$ cat src/rtl/apb_regspace_bridge_pkg.sv
// Shared types and defaults for the APB-to-RegSpace bridge: FSM states,
// debug error codes and the timeout counter width helper.
package regspace_pkg;

  localparam int REGSPACE_ADDR_W = 16;
  localparam int REGSPACE_DATA_W = 32;

  typedef enum logic [2:0] {
    ST_IDLE,
    ST_WREQ,
    ST_RREQ,
    ST_RACK,
    ST_RESP
  } bridge_state_e;

  typedef enum logic [1:0] {
    ERR_NONE  = 2'd0,
    ERR_ALIGN = 2'd1,
    ERR_TMO   = 2'd2
  } err_code_e;

  // Counter must hold TIMEOUT_CYC-1; a disabled timeout still gets one bit.
  function automatic int tmo_cnt_width(input int cyc);
    int w;
    w = $clog2(cyc + 1);
    return (w < 1) ? 1 : w;
  endfunction

endpackage

$ cat src/rtl/apb_regspace_bridge_if.sv
// APB3 slave port plus RegSpace read/write request-ack channels.
// slave = the bridge's view, master = the surrounding system's view.
interface apb_regspace_bridge_if
  import regspace_pkg::*;
#(
  parameter int ADDR_W = REGSPACE_ADDR_W,
  parameter int DATA_W = REGSPACE_DATA_W
);
  logic              psel;
  logic              penable;
  logic              pwrite;
  logic [ADDR_W-1:0] paddr;
  logic [DATA_W-1:0] pwdata;
  logic              pready;
  logic [DATA_W-1:0] prdata;
  logic              pslverr;

  logic [ADDR_W-1:0] rreq_addr;
  logic              rreq_vld;
  logic              rreq_rdy;
  logic [DATA_W-1:0] rack_data;
  logic              rack_vld;
  logic              rack_rdy;

  logic [ADDR_W-1:0] wreq_addr;
  logic [DATA_W-1:0] wreq_data;
  logic              wreq_vld;
  logic              wreq_rdy;

  modport slave (
    input  psel, penable, pwrite, paddr, pwdata,
    output pready, prdata, pslverr,
    output rreq_addr, rreq_vld, input rreq_rdy,
    input  rack_data, rack_vld, output rack_rdy,
    output wreq_addr, wreq_data, wreq_vld, input wreq_rdy
  );

  modport master (
    output psel, penable, pwrite, paddr, pwdata,
    input  pready, prdata, pslverr,
    input  rreq_addr, rreq_vld, output rreq_rdy,
    output rack_data, rack_vld, input rack_rdy,
    input  wreq_addr, wreq_data, wreq_vld, output wreq_rdy
  );

endinterface

$ cat src/rtl/apb_regspace_bridge_tmo_cnt.sv
// Handshake timeout counter: counts enabled cycles, pulses expire on the
// last allowed cycle. TIMEOUT_CYC = 0 disables expiry.
module regspace_tmo_cnt
  import regspace_pkg::*;
#(
  parameter int TIMEOUT_CYC = 64
) (
  input  logic clk,
  input  logic rst,
  input  logic clr,
  input  logic en,
  output logic expire
);
  localparam int CNT_W = tmo_cnt_width(TIMEOUT_CYC);

  logic [CNT_W-1:0] cnt;

  // NOTE: sequential state uses <= so every flop samples pre-edge values.
  always_ff @(posedge clk) begin
    if (rst || clr) begin
      cnt <= '0;
    end else if (en && (cnt != '1)) begin
      cnt <= cnt + 1'b1;
    end
  end

  generate
    if (TIMEOUT_CYC == 0) begin : g_no_tmo
      assign expire = 1'b0;
    end else begin : g_tmo
      assign expire = en && (cnt == CNT_W'(TIMEOUT_CYC - 1));
    end
  endgenerate

endmodule

$ cat src/rtl/apb_regspace_bridge.sv
// APB3 slave that turns each transfer into one RegSpace write handshake or
// one read request + ack pair, with alignment and timeout slave errors.
module apb_regspace_bridge
  import regspace_pkg::*;
#(
  parameter int ADDR_W      = REGSPACE_ADDR_W,
  parameter int DATA_W      = REGSPACE_DATA_W,
  parameter int TIMEOUT_CYC = 64
) (
  input logic                  clk,
  input logic                  rst,
  apb_regspace_bridge_if.slave bus
);
  bridge_state_e     state, state_next;
  err_code_e         err, err_next;
  logic [ADDR_W-1:0] cap_addr;
  logic [DATA_W-1:0] cap_data;
  logic [DATA_W-1:0] rdata;
  logic              cap_write;
  logic              setup, wr_hs, rd_hs, ack_hs;
  logic              tmo_clr, tmo_en, tmo_expire;

  assign setup  = bus.psel & ~bus.penable;
  assign wr_hs  = (state == ST_WREQ) & bus.wreq_rdy;
  assign rd_hs  = (state == ST_RREQ) & bus.rreq_rdy;
  assign ack_hs = (state == ST_RACK) & bus.rack_vld;

  // The counter restarts for the ack phase so each handshake gets the full budget.
  assign tmo_clr = (state == ST_IDLE) | rd_hs;
  assign tmo_en  = (state == ST_WREQ) | (state == ST_RREQ) | (state == ST_RACK);

  regspace_tmo_cnt #(.TIMEOUT_CYC(TIMEOUT_CYC)) u_tmo (
    .clk    (clk),
    .rst    (rst),
    .clr    (tmo_clr),
    .en     (tmo_en),
    .expire (tmo_expire)
  );

  always_ff @(posedge clk) begin
    if (rst) begin
      state <= ST_IDLE;
      err   <= ERR_NONE;
    end else begin
      state <= state_next;
      err   <= err_next;
    end
  end

  // NOTE: defaults first in every always_comb so no path leaves a latch behind.
  always_comb begin
    state_next = state;
    err_next   = err;
    unique case (state)
      ST_IDLE: begin
        if (setup) begin
          if (bus.paddr[1:0] != 2'b00) begin
            state_next = ST_RESP;
            err_next   = ERR_ALIGN;
          end else begin
            state_next = bus.pwrite ? ST_WREQ : ST_RREQ;
            err_next   = ERR_NONE;
          end
        end
      end
      ST_WREQ: begin
        if (wr_hs) begin
          state_next = ST_RESP;
          err_next   = ERR_NONE;
        end else if (tmo_expire) begin
          state_next = ST_RESP;
          err_next   = ERR_TMO;
        end
      end
      ST_RREQ: begin
        if (rd_hs) begin
          state_next = ST_RACK;
        end else if (tmo_expire) begin
          state_next = ST_RESP;
          err_next   = ERR_TMO;
        end
      end
      ST_RACK: begin
        if (ack_hs) begin
          state_next = ST_RESP;
          err_next   = ERR_NONE;
        end else if (tmo_expire) begin
          state_next = ST_RESP;
          err_next   = ERR_TMO;
        end
      end
      ST_RESP: begin
        if (bus.psel && bus.penable) state_next = ST_IDLE;
      end
      default: state_next = ST_IDLE;
    endcase
  end

  // NOTE: these are plain registers, not memories, so all are reset to known values.
  always_ff @(posedge clk) begin
    if (rst) begin
      cap_addr  <= '0;
      cap_data  <= '0;
      cap_write <= 1'b0;
      rdata     <= '0;
    end else begin
      if ((state == ST_IDLE) && setup) begin
        cap_addr  <= bus.paddr;
        cap_data  <= bus.pwdata;
        cap_write <= bus.pwrite;
      end
      if (ack_hs) rdata <= bus.rack_data;
    end
  end

  // Strobes are masked by rst so an in-flight handshake cannot complete during reset.
  always_comb begin
    bus.rreq_addr = cap_addr;
    bus.wreq_addr = cap_addr;
    bus.wreq_data = cap_data;
    bus.rreq_vld  = 1'b0;
    bus.wreq_vld  = 1'b0;
    bus.rack_rdy  = 1'b0;
    bus.pready    = 1'b0;
    bus.pslverr   = 1'b0;
    bus.prdata    = '0;
    unique case (state)
      ST_IDLE: bus.rack_rdy = ~rst;
      ST_WREQ: bus.wreq_vld = ~rst;
      ST_RREQ: bus.rreq_vld = ~rst;
      ST_RACK: bus.rack_rdy = ~rst;
      ST_RESP: begin
        bus.pready  = bus.psel & bus.penable & ~rst;
        bus.pslverr = (err != ERR_NONE);
        bus.prdata  = ((err == ERR_NONE) && !cap_write) ? rdata : '0;
      end
      default: ;
    endcase
  end

endmodule

$ cat src/flat_wrapper.sv
// flat-port wrapper written by rule: the top's interface ports become plain ports
module apb_regspace_bridge_flat import regspace_pkg::*;
#(
  parameter int ADDR_W      = REGSPACE_ADDR_W,
  parameter int DATA_W      = REGSPACE_DATA_W,
  parameter int TIMEOUT_CYC = 64
)
  (clk, rst, bus_psel, bus_penable, bus_pwrite, bus_paddr, bus_pwdata, bus_pready, bus_prdata, bus_pslverr, bus_rreq_addr, bus_rreq_vld, bus_rreq_rdy, bus_rack_data, bus_rack_vld, bus_rack_rdy, bus_wreq_addr, bus_wreq_data, bus_wreq_vld, bus_wreq_rdy);
  apb_regspace_bridge_if #(.ADDR_W(ADDR_W), .DATA_W(DATA_W)) bus_i ();
  input logic clk;
  input logic rst;
  input wire logic [$bits(bus_i.psel)-1:0] bus_psel;
  input wire logic [$bits(bus_i.penable)-1:0] bus_penable;
  input wire logic [$bits(bus_i.pwrite)-1:0] bus_pwrite;
  input wire logic [$bits(bus_i.paddr)-1:0] bus_paddr;
  input wire logic [$bits(bus_i.pwdata)-1:0] bus_pwdata;
  output wire logic [$bits(bus_i.pready)-1:0] bus_pready;
  output wire logic [$bits(bus_i.prdata)-1:0] bus_prdata;
  output wire logic [$bits(bus_i.pslverr)-1:0] bus_pslverr;
  output wire logic [$bits(bus_i.rreq_addr)-1:0] bus_rreq_addr;
  output wire logic [$bits(bus_i.rreq_vld)-1:0] bus_rreq_vld;
  input wire logic [$bits(bus_i.rreq_rdy)-1:0] bus_rreq_rdy;
  input wire logic [$bits(bus_i.rack_data)-1:0] bus_rack_data;
  input wire logic [$bits(bus_i.rack_vld)-1:0] bus_rack_vld;
  output wire logic [$bits(bus_i.rack_rdy)-1:0] bus_rack_rdy;
  output wire logic [$bits(bus_i.wreq_addr)-1:0] bus_wreq_addr;
  output wire logic [$bits(bus_i.wreq_data)-1:0] bus_wreq_data;
  output wire logic [$bits(bus_i.wreq_vld)-1:0] bus_wreq_vld;
  input wire logic [$bits(bus_i.wreq_rdy)-1:0] bus_wreq_rdy;
  assign bus_i.psel = bus_psel;
  assign bus_i.penable = bus_penable;
  assign bus_i.pwrite = bus_pwrite;
  assign bus_i.paddr = bus_paddr;
  assign bus_i.pwdata = bus_pwdata;
  assign bus_pready = bus_i.pready;
  assign bus_prdata = bus_i.prdata;
  assign bus_pslverr = bus_i.pslverr;
  assign bus_rreq_addr = bus_i.rreq_addr;
  assign bus_rreq_vld = bus_i.rreq_vld;
  assign bus_i.rreq_rdy = bus_rreq_rdy;
  assign bus_i.rack_data = bus_rack_data;
  assign bus_i.rack_vld = bus_rack_vld;
  assign bus_rack_rdy = bus_i.rack_rdy;
  assign bus_wreq_addr = bus_i.wreq_addr;
  assign bus_wreq_data = bus_i.wreq_data;
  assign bus_wreq_vld = bus_i.wreq_vld;
  assign bus_i.wreq_rdy = bus_wreq_rdy;
  apb_regspace_bridge #(.ADDR_W(ADDR_W), .DATA_W(DATA_W), .TIMEOUT_CYC(TIMEOUT_CYC)) u_core (.clk(clk), .rst(rst), .bus(bus_i));
endmodule
$ cat config.mk
export PLATFORM = sky130hd
export DESIGN_NAME = apb_regspace_bridge_flat
export DESIGN_NICKNAME = d
export VERILOG_FILES = /design/src/rtl/apb_regspace_bridge_pkg.sv /design/src/rtl/apb_regspace_bridge_if.sv /design/src/rtl/apb_regspace_bridge_tmo_cnt.sv /design/src/rtl/apb_regspace_bridge.sv /design/src/flat_wrapper.sv
export SDC_FILE = /design/constraint.sdc
export NUM_CORES = 1
export LEC_CHECK = 0
export ABC_AREA = 0
export CAP_MARGIN = 10
export CORE_MARGIN = 2
export CORE_UTILIZATION = 40
export DETAILED_ROUTE_END_ITERATION = 12
export PLACE_DENSITY = 0.79
export SLEW_MARGIN = 20
export SYNTH_ARGS = -nofsm -noshare
export SYNTH_HDL_FRONTEND = slang
export SYNTH_SLANG_ARGS = --single-unit
$ cat constraint.sdc
create_clock -name clk -period 4.65 [get_ports clk]
set_clock_uncertainty 0.2 [all_clocks]
set_input_delay 0.93 -clock clk [delete_from_list [all_inputs] [get_ports clk]]
set_output_delay 0.93 -clock clk [all_outputs]
set_load 0.005 [all_outputs]
== Word-level counts from Yosys, hierarchy flattened ==
Cells that the tools add are included.

* Register bits: 93
* Latch bits: 0
* RAM bits: 0
* Bits in read-only memories: 0
* Bits of input ports: 88
* Output and inout bits: 101
* Logic and storage cells: 66
* Memories: 0

* Add/subtract/negate cells: 1
* Multipliers: 0
* Div/mod/pow operators: 0
* $lt $le $gt $ge: 0
* Equal/unequal tests: 9
* Shift operators: 0
* Mux-type cells: 23
* Bitwise operators: 11
* Reductions and logical operators: 15

{| class="wikitable"
|+ Operator list
! kind !! number
|-
| 32-bit two-way mux || 2
|-
| 3-bit two-way mux || 7
|-
| 3-bit case mux with 5 select lines || 1
|-
| 2-bit two-way mux || 6
|-
| 2-bit case mux with 4 select lines || 1
|-
| 7-bit by 1-bit adder with 7-bit output, second input constant || 1
|-
| 7-bit by 6-bit == test with 1-bit output, second input constant || 1
|-
| 7-bit inequality test, second input constant || 1
|-
| 1-bit AND || 6
|-
| 3-bit by 2-bit == test with 1-bit output, second input constant || 2
|-
| 1-bit two-way mux || 6
|-
| 1-bit logical AND || 5
|-
| 2-bit by 1-bit inequality test with 1-bit output, second input constant || 2
|-
| 2-bit nonzero test || 2
|-
| 4-bit nonzero test || 1
|-
| 3-bit by 1-bit == test with 1-bit output, second input constant || 1
|-
| 3-bit == test, second input constant || 1
|-
| 3-bit zero test || 1
|-
| 1-bit bitwise OR || 3
|-
| 3-bit AND reduction || 1
|-
| 2-bit zero test || 1
|-
| 2-bit inequality test, second input constant || 1
|-
| 1-bit NOT || 2
|-
| 2-bit AND reduction || 1
|-
| other kinds (3) || 3
|}

== Longest topological paths before layout ==
* Depth in word-level cells: 7
* Mapped depth: 8

== Hierarchy ==
From an unflattened synthesis, not the netlist that was laid out.

* Cell total of the unflattened synthesis: 507
* Area total of the unflattened synthesis: 3995.1 um^2

{| class="wikitable"
|+ Modules (own cells, without submodules)
! module !! times used !! cells each !! area an instance (um^2) !! sequential area each (um^2)
|-
| apb_regspace_bridge || 1 || 465 || 3633.5 || 1721.7
|-
| regspace_tmo_cnt || 1 || 42 || 361.6 || 140.1
|}

== Worst setup path after synthesis ==
No wires, ideal clock.

* Kind: input port to output port
* From: input rst
* To: output bus_pready
* Data arrival time: 1.552 ns
* Required time: 3.520 ns
* Setup slack: 1.968 ns
* Cell stages on the path: 3
* Buffers on the path: 2
* Cell sequence: clkbuf_1 -> clkbuf_1 -> nor3_1

* Longest elaborated chain between the ends: 3

{| class="wikitable"
|+ RTL lines
! what !! RTL line !! source
|-
| start, declared || flat_wrapper.sv:11 || <nowiki>input logic rst;</nowiki>
|-
| 1-bit NOT || apb_regspace_bridge.sv:133 || <nowiki>bus.pready = bus.psel & bus.penable & ~rst;</nowiki>
|-
| 1-bit AND || apb_regspace_bridge.sv:133 ||
|-
| 1-bit two-way mux || apb_regspace_bridge.sv:127 || <nowiki>unique case (state)</nowiki>
|-
| end, declared || flat_wrapper.sv:17 || <nowiki>output wire logic [$bits(bus_i.pready)-1:0] bus_pready;</nowiki>
|}

Every way passes these cells.

== Worst setup path after layout ==
* From: register u_core.state[1]
* To: output bus_prdata[7]

* Longest elaborated chain between the ends: 2

{| class="wikitable"
|+ RTL lines
! what !! RTL line !! source
|-
| start, declared || apb_regspace_bridge.sv:14 || <nowiki>bridge_state_e state, state_next;</nowiki>
|-
| start signal, assigned || apb_regspace_bridge.sv:45 || <nowiki>state <= state_next;</nowiki>
|-
| 3-bit == test || apb_regspace_bridge.sv:127 ||
|-
| 32-bit two-way mux || apb_regspace_bridge.sv:127 ||
|-
| end, declared || flat_wrapper.sv:18 || <nowiki>output wire logic [$bits(bus_i.prdata)-1:0] bus_prdata;</nowiki>
|}

Every way passes these cells.

==> impl_metrics.toml <==
[critical_path]
cp-startpoint = "u_core.state[1]$_SDFFE_PP0P_"
path_max_fanout = 32
cp-endpoint = "bus_prdata[7]"
rr_worst_depth = 4
rr_endpoint = "u_core.bus.wreq_data[22]$_SDFFE_PP0P_"
critPathCaptureType = "output port"
critical_path.startpoint_type = "flip-flop"
cp.depth = 6
max_stage_delay_ns = 0.51
crit_family = "buffers and inverters"
timing.rr.start = "u_core.state[1]$_SDFFE_PP0P_"
crit_required_ns = 3.52
critPathKind = "reg -> out"
r2r_slack_ns = 2.49
cp.arrival_ns = 2.38
crit_buf_inv = 2
slowest_stage = "dfxtp_1"
path_cells = "nor2_1 > nand2_1 > nor4_4 > buf_4 > and2_1 > clkdlybuf4s50_1"

[global_routing]
grt_pass1_wl_microns = 16200
grtUsageTotal_pct = 19.2
overflow = 0
grt_start_max_net_pins = 53
antenna_found_initial = 0
grt_pass1_vias = 3595

[final_layout]
drive_above_1_share_pct = 4.25
num-fill-cells = 914
regArea_sq_mm = 0.00186
multi_input_area_sq_mm = 0.00176
diodes = 0
layout_commonest_cell = "clkdlybuf4s50_1"
area_delta_synth_final_pct = 50.1
fin_nets = 743
mostFrequentLayoutCells = "187 x clkdlybuf4s50_1, 170 x nand2_1, 93 x dfxtp_1"

[clock_network]
cts_tree = "built"
insertion_delay_ns = 0.34
cts_sinks = 93
clk_path_buf_depth = 2
cts.clk_slew.worst_paths_ns = 0.09
postCtsHoldBufs = 0
cts-root-buf = "clkbuf_8"
cts_resized = 0
cts_setup_buffers = 0
htreeDepth = 3
cts_buffers = 9

[floorplan]
core_sq_mm = 0.00964
die_area_sq_mm = 0.0106
fp.dieH_microns = 103
fp-row-count = 36
die_w_microns = 103
ios = 189
initial_utilization_pct = 40.7

[synthesis]
synth-edff-count = 0
ys.flop_type = "dfxtp_1"
yosys_warnings = 0
synth-simple-area-share_pct = 28.7
synth_top_family_by_area = "simple AND/OR/NAND/NOR gates"
ys_types = 43
synth_area_sq_mm = 0.00393
seq_area_frac_synth_pct = 47.4
syn_inst = 503
synth-adder-area-share_pct = 0.319
synth_compound_area_share_pct = 14.7
synthMuxAreaShare_pct = 0.510
syn_avg_cell_area_sq_um = 7.81
synth_seq_cells = 93
synthXorXnorAreaFrac_pct = 0.446
async_reset_ff_share_pct = 0
synth_nets = 592

[routing]
drc_errors = 0
drtPass1Iterations = 4
drtIter0Drc = 97
wl_per_cell_microns = 13.1
ant_nets = 0
drt_wl_total_microns = 10400
via_per_inst = 4.75
vias = 3764

[place]
place_congestion = 0.814
post-dp-hpwl_microns = 7500
placement.io_buffers = 188

[flow_run]
max_cap_violations = 0

[timing]
period_share_pct = 75.5
max_freq_ghz = 0.285
grt_setup_unrepaired = "no"
hold_viol_final = 0
worst_slew_pin_slew_ns = 0.959
holdWs_ns = 0.255
period_needed_ns = 3.51
setup_violations = 0
slew_headroom_pct = 35.9
maxSlewViolCount = 0
tns_ns = 0

[pwr]
powerDensity_mw_per_mm2 = 268
irDropWorstVdd_mv = 0.184
leakage_uw = 0.00201

[min_path]
min-delay-path-class = "reg -> reg"

[outcome]
status = "complete, no violations"
routing by layer:
metal / global-route usage (%) / share of wire (%)
met5: 0 / 0
met4: 5.77 / 1.0
met3: 6.10 / 7.7
met2: 35.5 / 51
met1: 20.7 / 41
power breakdown:
group          total (uW)  switching [uW]  internal (uW)
clock network         533             268            265
logic                 212            80.8            131
registers             834            16.2            818
total                1580             365           1210
worst min-delay path by stage:
stage / start / end / slack [ns] / depth (start not counted)
floorplan: u_core.rdata[0]$_SDFFE_PP0P_ / u_core.rdata[0]$_SDFFE_PP0P_ / 0.23 / 2
global placement: u_core.rdata[7]$_SDFFE_PP0P_ / u_core.rdata[7]$_SDFFE_PP0P_ / 0.24 / 2
detailed placement: u_core.rdata[9]$_SDFFE_PP0P_ / u_core.rdata[9]$_SDFFE_PP0P_ / 0.24 / 2
CTS: u_core.rdata[9]$_SDFFE_PP0P_ / u_core.rdata[9]$_SDFFE_PP0P_ / 0.26 / 2
global route: u_core.bus.wreq_data[13]$_SDFFE_PP0P_ / u_core.bus.wreq_data[13]$_SDFFE_PP0P_ / 0.27 / 2
finish: u_core.rdata[26]$_SDFFE_PP0P_ / u_core.rdata[26]$_SDFFE_PP0P_ / 0.26 / 2
sequential cells by signal (all words and copies together), names as in the netlist:
register,cells
u_core.bus.rreq_addr,16
u_core.rdata,32
u_core.u_tmo.cnt,7
u_core.state,3
u_core.cap_write,1
u_core.bus.wreq_data,32
u_core.err,2
worst reg2reg max path: cells and delay by family (launching register included):
kind            cells  cell delay (ns)
compound gates      1             0.18
simple gates        3             1.19
flops               1             0.51
logic make-up (layout without fill, tap and decap cells):
logic type                 after synthesis  after routing
AOI/OAI and AO/OA                      104            104
and+or+nand+nor                        248            248
DFF                                     93             93
muxes                                    2              2
buffers and inverters                   53            209
xor gates and xnor gates                 2              2
adders and majority gates                1              1
cells in the mapped netlist (all sizes together) (2+ instances only):
cell type	number	share of area (%)
buf	30	5.7
nand2	171	16
and3	3	0.48
o21bai	2	0.67
nor2b	3	0.48
nor4	3	1.2
and2	33	5.3
inv	2	0.19
clkbuf	21	2.0
nor2	14	1.3
mux2i	2	0.51
a31oi	7	1.1
o21ai	2	0.25
nor3	4	0.80
nand2b	4	0.64
a21oi	84	11
dfxtp	93	47
nand3	7	0.89
area by class of cell:
cell class              instances  area share [%]
clock buffers                  11            2.40
clock inverters                 5           0.997
inverters                       2           0.127
multi-input cells             357            29.9
flip-flops and latches         93            31.6
well taps                     133            2.82
repair buffers                191            32.2
metrics by stage:
step           instances  cell area (sq um)  setup slack, ns  util [%]  total power (uW)
6_report             792               5900             1.14      61.2              1580
5_1_grt              792               5900            0.917      61.2              1660
4_1_cts              792               5890             1.09      61.2              1610
3_5_place_dp         776               5690             1.27      59.1              1070
3_3_place_gp         776               5690             1.30      59.1              1060
2_1_floorplan        503               3930             1.97         -               932
(Power assumes the default switching activity.)
